File: src/rtl/sdpram_fifo_pkg.sv
// Shared widths, types and helpers for the SDPRAM-backed FWFT FIFO controller.
// Optional almost-full/almost-empty flags are enabled by defining FIFO_ALMOST_FLAGS_EN.
package sdpram_fifo_pkg;

   localparam int unsigned ADDR_WIDTH_DEF = 11;
   localparam int unsigned DATA_WIDTH_DEF = 9;
   localparam int unsigned PTR_WIDTH      = ADDR_WIDTH_DEF + 1;
   localparam int unsigned LEVEL_WIDTH    = ADDR_WIDTH_DEF + 2;
   localparam int unsigned SKID_DEPTH     = 2;

   typedef logic [PTR_WIDTH-1:0]   ptr_t;
   typedef logic [LEVEL_WIDTH-1:0] level_t;
   typedef logic [1:0]             skid_cnt_t;

   // RAM depth for a given address width
   function automatic int unsigned fifo_depth(input int unsigned aw);
      return 32'd1 << aw;
   endfunction

endpackage

File: src/rtl/sdpram_fifo_skid.sv
// Two-entry output register FIFO that absorbs the RAM read latency.
// The head entry drives m_data/m_valid directly; a second entry catches a
// word returning from the RAM while the head is stalled.
module sdpram_fifo_skid
   import sdpram_fifo_pkg::*;
#(
   parameter int unsigned DATA_WIDTH = 9
) (
   input  logic                  clk,
   input  logic                  rst,
   input  logic                  flush,
   input  logic                  push,
   input  logic [DATA_WIDTH-1:0] push_data,
   input  logic                  pop,
   output logic [DATA_WIDTH-1:0] m_data,
   output logic                  m_valid,
   output skid_cnt_t             skid_cnt
);

   logic [DATA_WIDTH-1:0] spare_data;
   logic                  spare_valid;

   // Head/spare entry update; flush empties both but keeps the last head data visible
   always_ff @(posedge clk or posedge rst) begin
      if (rst) begin
         m_data      <= '0;
         m_valid     <= 1'b0;
         spare_data  <= '0;
         spare_valid <= 1'b0;
      end else if (flush) begin
         m_valid     <= 1'b0;
         spare_valid <= 1'b0;
      end else begin
         unique case ({push, pop})
            2'b11: begin
               if (spare_valid) begin
                  m_data     <= spare_data;
                  spare_data <= push_data;
               end else begin
                  m_data     <= push_data;
               end
            end
            2'b01: begin
               if (spare_valid) begin
                  m_data      <= spare_data;
                  spare_valid <= 1'b0;
               end else begin
                  m_valid     <= 1'b0;
               end
            end
            2'b10: begin
               if (!m_valid) begin
                  m_data      <= push_data;
                  m_valid     <= 1'b1;
               end else begin
                  spare_data  <= push_data;
                  spare_valid <= 1'b1;
               end
            end
            default: ;
         endcase
      end
   end

   // Occupancy reported to the read-issue logic
   always_comb begin
      skid_cnt = 2'(m_valid) + 2'(spare_valid);
   end

endmodule

File: src/rtl/sdpram_fifo_ctrl.sv
// Single-clock first-word-fall-through FIFO controller for a simple-dual-port RAM.
// Owns write/read pointers, issues RAM reads ahead of the consumer and keeps
// the total word count. Define FIFO_ALMOST_FLAGS_EN to add almost_full/almost_empty.
module sdpram_fifo_ctrl
   import sdpram_fifo_pkg::*;
#(
   parameter int unsigned ADDR_WIDTH    = 11,
   parameter int unsigned DATA_WIDTH    = 9,
   parameter int unsigned AFULL_THRESH  = 2040,
   parameter int unsigned AEMPTY_THRESH = 8
) (
   input  logic                  clk,
   input  logic                  rst,
   input  logic                  flush,
   input  logic [DATA_WIDTH-1:0] s_data,
   input  logic                  s_valid,
   output logic                  s_ready,
   output logic [DATA_WIDTH-1:0] m_data,
   output logic                  m_valid,
   input  logic                  m_ready,
   output logic [ADDR_WIDTH+1:0] level,
   output logic [DATA_WIDTH-1:0] ram_wr_data,
   output logic [ADDR_WIDTH-1:0] ram_wr_addr,
   output logic                  ram_wr_en,
   output logic [ADDR_WIDTH-1:0] ram_rd_addr,
   output logic                  ram_rd_clk_en,
   input  logic [DATA_WIDTH-1:0] ram_rd_data
`ifdef FIFO_ALMOST_FLAGS_EN
   ,
   output logic                  almost_full,
   output logic                  almost_empty
`endif
);

   localparam int unsigned PTR_W = ADDR_WIDTH + 1;
   localparam int unsigned LVL_W = ADDR_WIDTH + 2;

   logic [PTR_W-1:0] wr_ptr;
   logic [PTR_W-1:0] rd_ptr;
   logic             inflight;
   logic             flush_q;
   logic             ram_full;
   logic             ram_empty;
   logic             push;
   logic             pop;
   logic             rd_issue;
   logic [2:0]       skid_occ;
   skid_cnt_t        skid_cnt;
   logic [LVL_W-1:0] level_nxt;

   // Full/empty from the wrap bit: same low bits, MSB differs -> full
   always_comb begin
      ram_empty = (wr_ptr == rd_ptr);
      ram_full  = (wr_ptr[ADDR_WIDTH] != rd_ptr[ADDR_WIDTH]) &&
                  (wr_ptr[ADDR_WIDTH-1:0] == rd_ptr[ADDR_WIDTH-1:0]);
   end

   // Handshakes and read issue; a flush cycle blocks everything
   always_comb begin
      s_ready   = !rst && !flush && !flush_q && !ram_full;
      push      = s_valid && s_ready;
      pop       = m_valid && m_ready && !flush;
      skid_occ  = 3'(skid_cnt) + 3'(inflight) - 3'(pop);
      rd_issue  = !flush && !ram_empty && (skid_occ < 3'd2);
   end

   // RAM port wiring
   always_comb begin
      ram_wr_data   = s_data;
      ram_wr_addr   = wr_ptr[ADDR_WIDTH-1:0];
      ram_wr_en     = push;
      ram_rd_addr   = rd_ptr[ADDR_WIDTH-1:0];
      ram_rd_clk_en = rd_issue;
   end

   // Total words held moves only on accepted push/pop; internal moves are level-neutral
   always_comb begin
      if (flush) begin
         level_nxt = '0;
      end else begin
         level_nxt = level + LVL_W'(push) - LVL_W'(pop);
      end
   end

   // Pointers, in-flight read marker and flush history
   always_ff @(posedge clk or posedge rst) begin
      if (rst) begin
         wr_ptr   <= '0;
         rd_ptr   <= '0;
         inflight <= 1'b0;
         flush_q  <= 1'b0;
         level    <= '0;
      end else begin
         flush_q <= flush;
         level   <= level_nxt;
         if (flush) begin
            wr_ptr   <= '0;
            rd_ptr   <= '0;
            inflight <= 1'b0;
         end else begin
            if (push) begin
               wr_ptr <= wr_ptr + PTR_W'(1);
            end
            if (rd_issue) begin
               rd_ptr <= rd_ptr + PTR_W'(1);
            end
            inflight <= rd_issue;
         end
      end
   end

   // Output skid fed by RAM returns; a return during flush is dropped
   sdpram_fifo_skid #(
      .DATA_WIDTH (DATA_WIDTH)
   ) u_skid (
      .clk       (clk),
      .rst       (rst),
      .flush     (flush),
      .push      (inflight && !flush),
      .push_data (ram_rd_data),
      .pop       (pop),
      .m_data    (m_data),
      .m_valid   (m_valid),
      .skid_cnt  (skid_cnt)
   );

`ifdef FIFO_ALMOST_FLAGS_EN
   // Threshold flags track the registered level
   always_ff @(posedge clk or posedge rst) begin
      if (rst) begin
         almost_full  <= 1'b0;
         almost_empty <= 1'b1;
      end else begin
         almost_full  <= (level_nxt >= LVL_W'(AFULL_THRESH));
         almost_empty <= (level_nxt <= LVL_W'(AEMPTY_THRESH));
      end
   end
`endif

endmodule

File: config.mk
export PLATFORM = sky130hd
export DESIGN_NAME = sdpram_fifo_ctrl
export DESIGN_NICKNAME = d
export VERILOG_FILES = /design/src/rtl/sdpram_fifo_pkg.sv /design/src/rtl/sdpram_fifo_skid.sv /design/src/rtl/sdpram_fifo_ctrl.sv
export SDC_FILE = /design/constraint.sdc
export NUM_CORES = 1
export LEC_CHECK = 0
export ABC_CLOCK_PERIOD_IN_PS = 4600
export CORE_ASPECT_RATIO = 1.1
export CORE_MARGIN = 2
export CORE_UTILIZATION = 52
export DETAILED_ROUTE_END_ITERATION = 10
export GPL_TIMING_DRIVEN = 0
export PLACE_DENSITY_LB_ADDON = 0.3
export RECOVER_POWER = 100
export SYNTH_ARGS = -nofsm -noshare
export SYNTH_HDL_FRONTEND = slang
export SYNTH_SLANG_ARGS = --single-unit
File: constraint.sdc
create_clock -name clk -period 4.6 [get_ports clk]
set_clock_uncertainty 0.05 [all_clocks]
set_input_delay 0.46 -clock clk [delete_from_list [all_inputs] [get_ports clk]]
set_output_delay 0.46 -clock clk [all_outputs]
set_load 0.01 [all_outputs]
==> results.toml, run 1 <==
[setup_path]
path_max_fanout = 10
cp.arrival_ps = 3680
crit_path_end_kind = "output pin"
cp_top_family = "buffers and inverters"
required_ps = 4090
r2r_start = "rd_ptr[3]"
cp_cell_sequence = "clkbuf_1 -> clkbuf_4 -> clkbuf_2 -> nand3b_1 -> inv_1 -> ha_1 -> inv_1 -> ha_1 -> a21oi_1 -> xnor2_2 -> clkbuf_1 -> nor3_1 -> clkdlybuf4s50_1"
reg2reg_slack_ps = 570
timing.rr.end = "level[12]"
max_stage_delay_ps = 580
path_buf_inv = 7
rr_worst_depth = 15
cp-start-kind = "input port"
crit_type = "in2out"
crit_slowest_cell = "clkdlybuf4s50_1"

[sta]
finalHoldViolCount = 0
grt_setup_unrepaired = "no"
slew_headroom = -0.346
setup_viol = 0
worstMarginPinSlew_ps = 2020
layout_min_cycle_time_ps = 4190
drv_slew = 47
timing.fmax_mhz = 239
fin_crit_sh = 0.910

[synth]
yosysMostFrequentCell = "dfrtp_1"
yosysTopAreaCell = "dfrtp_1"
synth_area_leaders = "dfrtp_1 (38%), ha_1 (6.7%), mux2_2 (6.6%)"
yosysWarnings = 0
ys_seq_area_frac = 0.375
synth_edf_count = 0
async_flop_share = 1.00
synth_fp_nets = 477
synth_cell_types = 50
netlist_area_um2 = 3930
synth_flop_cell = "dfrtp_1"
syn_area_per_cell_um2 = 9.10
synth_common_cells = "dfrtp_1 (59), buf_4 (32), o21ai_0 (32), nand2_1 (28), nor2_1 (28)"
synth_cells = 432
synth_seq_cells = 59
synth_top_area_frac = 0.375

[floorplanning]
die_area_um2 = 8270
core_area_um2 = 7390
row_count = 33
pin_count = 80
floorplan.initialDensity = 0.532
die_w_um = 86.9
die_h_um = 95.2

[global_routing]
grt-ovfl-total = 0
grt_max_degree = 38
track_usage = 0.236
grt_pass1_vias = 3281
grt_pass1_wl_um = 15300
antenna_found_initial = 0

[hold_path]
holdPathStages = 1
min_path_type = "in2reg"
hold_end = "flush_q"
worstHoldStart = "flush"

[cts]
clockBufferDepth = 2
cts_hold_buf = 0
path_clk_slew_ps = 60
clkLatencyLatePin_ps = 340
root_buffer = "clkbuf_8"
post_cts_buffers = 0
cts_tree = "built"
cts_max_level = 3
clkSinkCount = 59
cts_inserted_buffers = 9

[cells_and_area]
final_nets = 559
diodes = 0
final_util = 0.668
fin_area_um2 = 4940
drive_above_1_share = 0.150
synthToLayoutAreaGrowth_pct = 25.5

[route]
drtIter0Drc = 137
num_vias = 3409
dr.pass1.iters = 4
wl_per_cell_um = 14.8
wl_um = 8990
drc = 0
antenna_left = 0
viasPerCell = 5.63

[flow_run]
maxCapViolCount = 1

[place]
place_congestion = 0.893
portBuffers = 70
dpl-instance-area_um2 = 4760
hpwl_um = 6540

[status]
violations = "capacitance limit, slew limit"
outcome = "complete, but fails checks"

[pwr]
ir_drop_v = 0.000353
leakage_nw = 2.36
powerDensity_nw_per_um2 = 472
power by group:
part	total (W)	switching (W)	leakage [nW]	internal, W
registers	0.000753	0.000102	0.779	0.000652
clock network	0.000493	0.000214	0.106	0.000279
logic	0.00108	0.000576	1.47	0.000509
total	0.00233	0.000892	2.36	0.00144
layout by cell type (no fill, tap or decap), drive strengths merged, types with 2 or more instances in the layout:
cell type,n
inv,24
and2,2
clkdlybuf4s50,13
nand4,4
nor3,14
nand3b,2
a22oi,9
or4b,2
nand2,28
xnor2,3
xor2,17
or3,10
o21bai,2
nor4,10
nor2b,12
o21ai,32
dlygate4sd3,56
nand3,15
clkinv,3
nand4b,2
and3,2
clkbuf,27
nand2b,3
o21a,2
a211oi,4
ha,21
nor2,28
dfrtp,59
and4,3
a21oi,25
mux2,23
nor3b,2
a21o,4
buf,36
or4,4
o31ai,3
sequential cells by signal, summed over array words and instances (netlist names):
register,cells
level,13
rd_ptr,12
wr_ptr,12
u_skid.m_data,9
u_skid.spare_data,9
flush_q,1
inflight,1
u_skid.m_valid,1
u_skid.spare_valid,1
cell families after synthesis:
| group | Yosys count | share of synthesized area |
|---|---|---|
| and+or+nand+nor | 147 | 0.202 |
| AOI/OAI and AO/OA | 87 | 0.132 |
| buffers and inverters | 73 | 0.105 |
| DFF | 59 | 0.375 |
| muxes | 24 | 0.0684 |
| adders and majority gates | 22 | 0.0719 |
| xor gates and xnor gates | 20 | 0.0445 |
worst max path at each step:
stage / from / to / cells past startpoint
floorplan: rd_ptr[3] / level[12] / 15
global placement: flush / ram_rd_clk_en / 13
detailed placement: flush / ram_rd_clk_en / 13
CTS: flush / ram_rd_clk_en / 13
global route: flush / ram_rd_clk_en / 13
finish: flush / ram_rd_clk_en / 13
layer usage:
layer	global-route usage	up-vias	part of all wire
li1	-	1670	-
met1	0.300	1615	0.44
met2	0.385	96	0.49
met3	0.0320	28	0.037
met4	0.133	0	0.028
met5	0	-	0
area by class of cell:
cell class | instances | area [um2]
fill | 607 | 2450
multi-input combinational | 300 | 2030
sequential | 59 | 1480
timing repair buffer | 71 | 698
buffer | 49 | 327
clock buffer | 12 | 155
tap | 87 | 109
inverter | 24 | 90.1
clock inverter | 4 | 48.8
timing repair:
item | in CTS | in global routing
gates resized for setup | 3 | 4
pin swaps | 0 | 0
endpoints found under the setup margin | 1 | 1
endpoints found under the hold margin | 0 | 0
per-stage QoR:
| step | power [W] | TNS (ps) | hold WS (ps) | setup slack, ps | instances |
|---|---|---|---|---|---|
| floorplan | 0.00150 | 0 | 432 | 1200 | 432 |
| global placement | 0.00183 | -216 | 414 | -216 | 589 |
| detailed placement | 0.00187 | -271 | 425 | -271 | 590 |
| CTS | 0.00237 | 0 | 440 | 71.7 | 606 |
| global route | 0.00252 | 0 | 352 | 153 | 606 |
| finish | 0.00233 | 0 | 351 | 413 | 606 |
Note: power is estimated with default switching activity, not from simulation.
==> inputs of run 2 (changes only) <==
--- a/config.mk
+++ b/config.mk
@@ -6,9 +6,11 @@
 export NUM_CORES = 1
 export LEC_CHECK = 0
 export ABC_CLOCK_PERIOD_IN_PS = 4600
+export CELL_PAD_IN_SITES_DETAIL_PLACEMENT = 2
+export CELL_PAD_IN_SITES_GLOBAL_PLACEMENT = 2
 export CORE_ASPECT_RATIO = 1.1
 export CORE_MARGIN = 2
-export CORE_UTILIZATION = 52
+export CORE_UTILIZATION = 31
 export DETAILED_ROUTE_END_ITERATION = 10
 export GPL_TIMING_DRIVEN = 0
 export PLACE_DENSITY_LB_ADDON = 0.3
==> results.toml, run 2 (synthesized netlist as in run 1, its figures left out) <==
[route]
wl_per_cell_um = 17.3
antenna_left = 0
num_vias = 3526
drtIter0Drc = 81
dr.pass1.iters = 4
drc = 0
viasPerCell = 5.23
wl_um = 11700

[place]
hpwl_um = 8680
placed_cells = 660
portBuffers = 70
place_congestion = 0.805

[floorplanning]
pin_count = 80
die_w_um = 111
die_area_um2 = 13600
die_h_um = 122
row_count = 43
core_area_um2 = 12500
floorplan.initialDensity = 0.315

[cells_and_area]
stdcell_count = 674
largest_register_ffs = 13
drive_above_1_share = 0.151
final_common_cell = "dfrtp_1"
final_cell_mix = "dfrtp_1 (59), dlygate4sd3_1 (51), o21ai_0 (32), nand2_1 (28), nor2_1 (28)"
final_nets = 558
largestRegisters = "level x13, rd_ptr x12, wr_ptr x12"
top_register = "level"
synthToLayoutAreaGrowth_pct = 29.8
diodes = 0

[setup_path]
crit_path_end_kind = "output pin"
cp_top_family = "buffers and inverters"
path_buf_inv = 6
cp.arrival_ps = 3810
crit_type = "in2out"
timing.rr.end = "level[12]"
max_stage_delay_ps = 680
r2r_start = "wr_ptr[10]"
rr_worst_depth = 14
cp-start-kind = "input port"
cp_cell_sequence = "clkdlybuf4s50_1 -> clkbuf_4 -> nand3b_1 -> inv_1 -> ha_1 -> inv_1 -> ha_1 -> a21oi_1 -> xnor2_2 -> clkbuf_2 -> nor3_1 -> clkdlybuf4s50_1"
crit_slowest_cell = "clkdlybuf4s50_1"
path_max_fanout = 19
required_ps = 4090
reg2reg_slack_ps = 520

[pwr]
intPower_w = 0.00157
p_switching_w = 0.000965
power_frac_clock = 0.252
p_seq_frac = 0.300
ir_drop_v = 0.000193
comb_power_share = 0.448
powerDensity_nw_per_um2 = 496
netSwitchingFraction = 0.381
leakage_nw = 2.38

[hold_path]
min_path_type = "reg2reg"
holdPathStages = 2
hold_end = "u_skid.m_data[3]"
worstHoldStart = "u_skid.m_data[3]"

[cts]
cts_max_level = 3
root_buffer = "clkbuf_16"
clkSinkCount = 59
path_clk_slew_ps = 50
post_cts_buffers = 0
cts_hold_buf = 0
cts_inserted_buffers = 9
clkLatencyLatePin_ps = 330
cts_resized = 2
clockBufferDepth = 2
cts_tree = "built"

[global_routing]
grt-ovfl-total = 0
track_usage = 0.180
grt_pass1_vias = 3920
grt_pass1_wl_um = 19500
antenna_found_initial = 0
grt_max_degree = 36

[status]
violations = "capacitance limit, slew limit"
outcome = "complete, but fails checks"

[sta]
layout_min_cycle_time_ps = 4320
grt_setup_unrepaired = "no"
slew_headroom = -0.317
finalHoldViolCount = 0
tns_ps = 0
setup_viol = 0
worstMarginPinSlew_ps = 1980
timing.fmax_mhz = 231
fin_crit_sh = 0.940
drv_slew = 45

[flow_run]
maxCapViolCount = 1
-- run 2: cell types whose count changed in the layout (fill, tap and decap cells not counted), sizes merged --
cell	delta
buf	-5
bufinv	-1
clkbuf	+4
clkdlybuf4s50	+6
clkinv	-1
dlygate4sd3	-5
-- run 2: power groups by stage --
| stage | registers (W) | clock network (W) | logic [W] |
|---|---|---|---|
| 5_1_grt | 0.000780 | 0.000677 | 0.00128 |
| 3_5_place_dp | 0.000773 | 0 | 0.00117 |
| 3_3_place_gp | 0.000764 | 0 | 0.00111 |
| 2_1_floorplan | 0.000778 | 0 | 0.000726 |
| 4_1_cts | 0.000766 | 0.000657 | 0.00119 |
| 6_report | 0.000759 | 0.000638 | 0.00114 |
-- run 2: cell type report --
type	count	area (um2)
fillers	1397	7380
well taps	157	196
clock buffers	13	270
clock inverters	2	10.0
inverters	24	90.1
plain buffers	48	324
flip-flops and latches	59	1480
repair buffers	71	704
multi-input cells	300	2030
-- run 2: routing by layer --
layer | up-vias | wire, um | global-route usage
li1 | 1660 | - | -
met1 | 1789 | 4840 | 0.206
met2 | 58 | 6350 | 0.341
met3 | 19 | 268 | 0.0234
met4 | 0 | 198 | 0.0679
met5 | - | 0 | 0
-- run 2: worst max-delay path by stage --
stage	from	to	cells after the start
5_1_grt	flush	ram_rd_clk_en	12
3_3_place_gp	flush	ram_rd_clk_en	13
2_1_floorplan	rd_ptr[3]	level[12]	15
4_1_cts	flush	ram_rd_clk_en	12
6_report	flush	ram_rd_clk_en	12
3_5_place_dp	flush	ram_rd_clk_en	13
-- run 2: stage by stage --
stage / total power (W) / instance area (um2) / util / hold WS, ps / setup WS [ps]
floorplan: 0.00150 / 3930 / - / 432 / 1200
global placement: 0.00187 / 4830 / 0.387 / 420 / -453
detailed placement: 0.00195 / 4850 / 0.389 / 423 / -545
CTS: 0.00262 / 5130 / 0.411 / 435 / 94.7
global route: 0.00274 / 5100 / 0.409 / 460 / 25.8
finish: 0.00253 / 5100 / 0.409 / 424 / 277
-- run 2: worst register-to-register path, cell delays in order (launching register included) --
cell	delay [ps]
dfrtp_1	450
xor2_1	190
nor4_1	450
and4_1	360
buf_4	210
or3_1	200
ha_1	160
inv_1	40
ha_1	220
fa_1	440
a211oi_1	340
o21bai_1	190
o22ai_1	320
mux2i_1	240
nand3_1	100
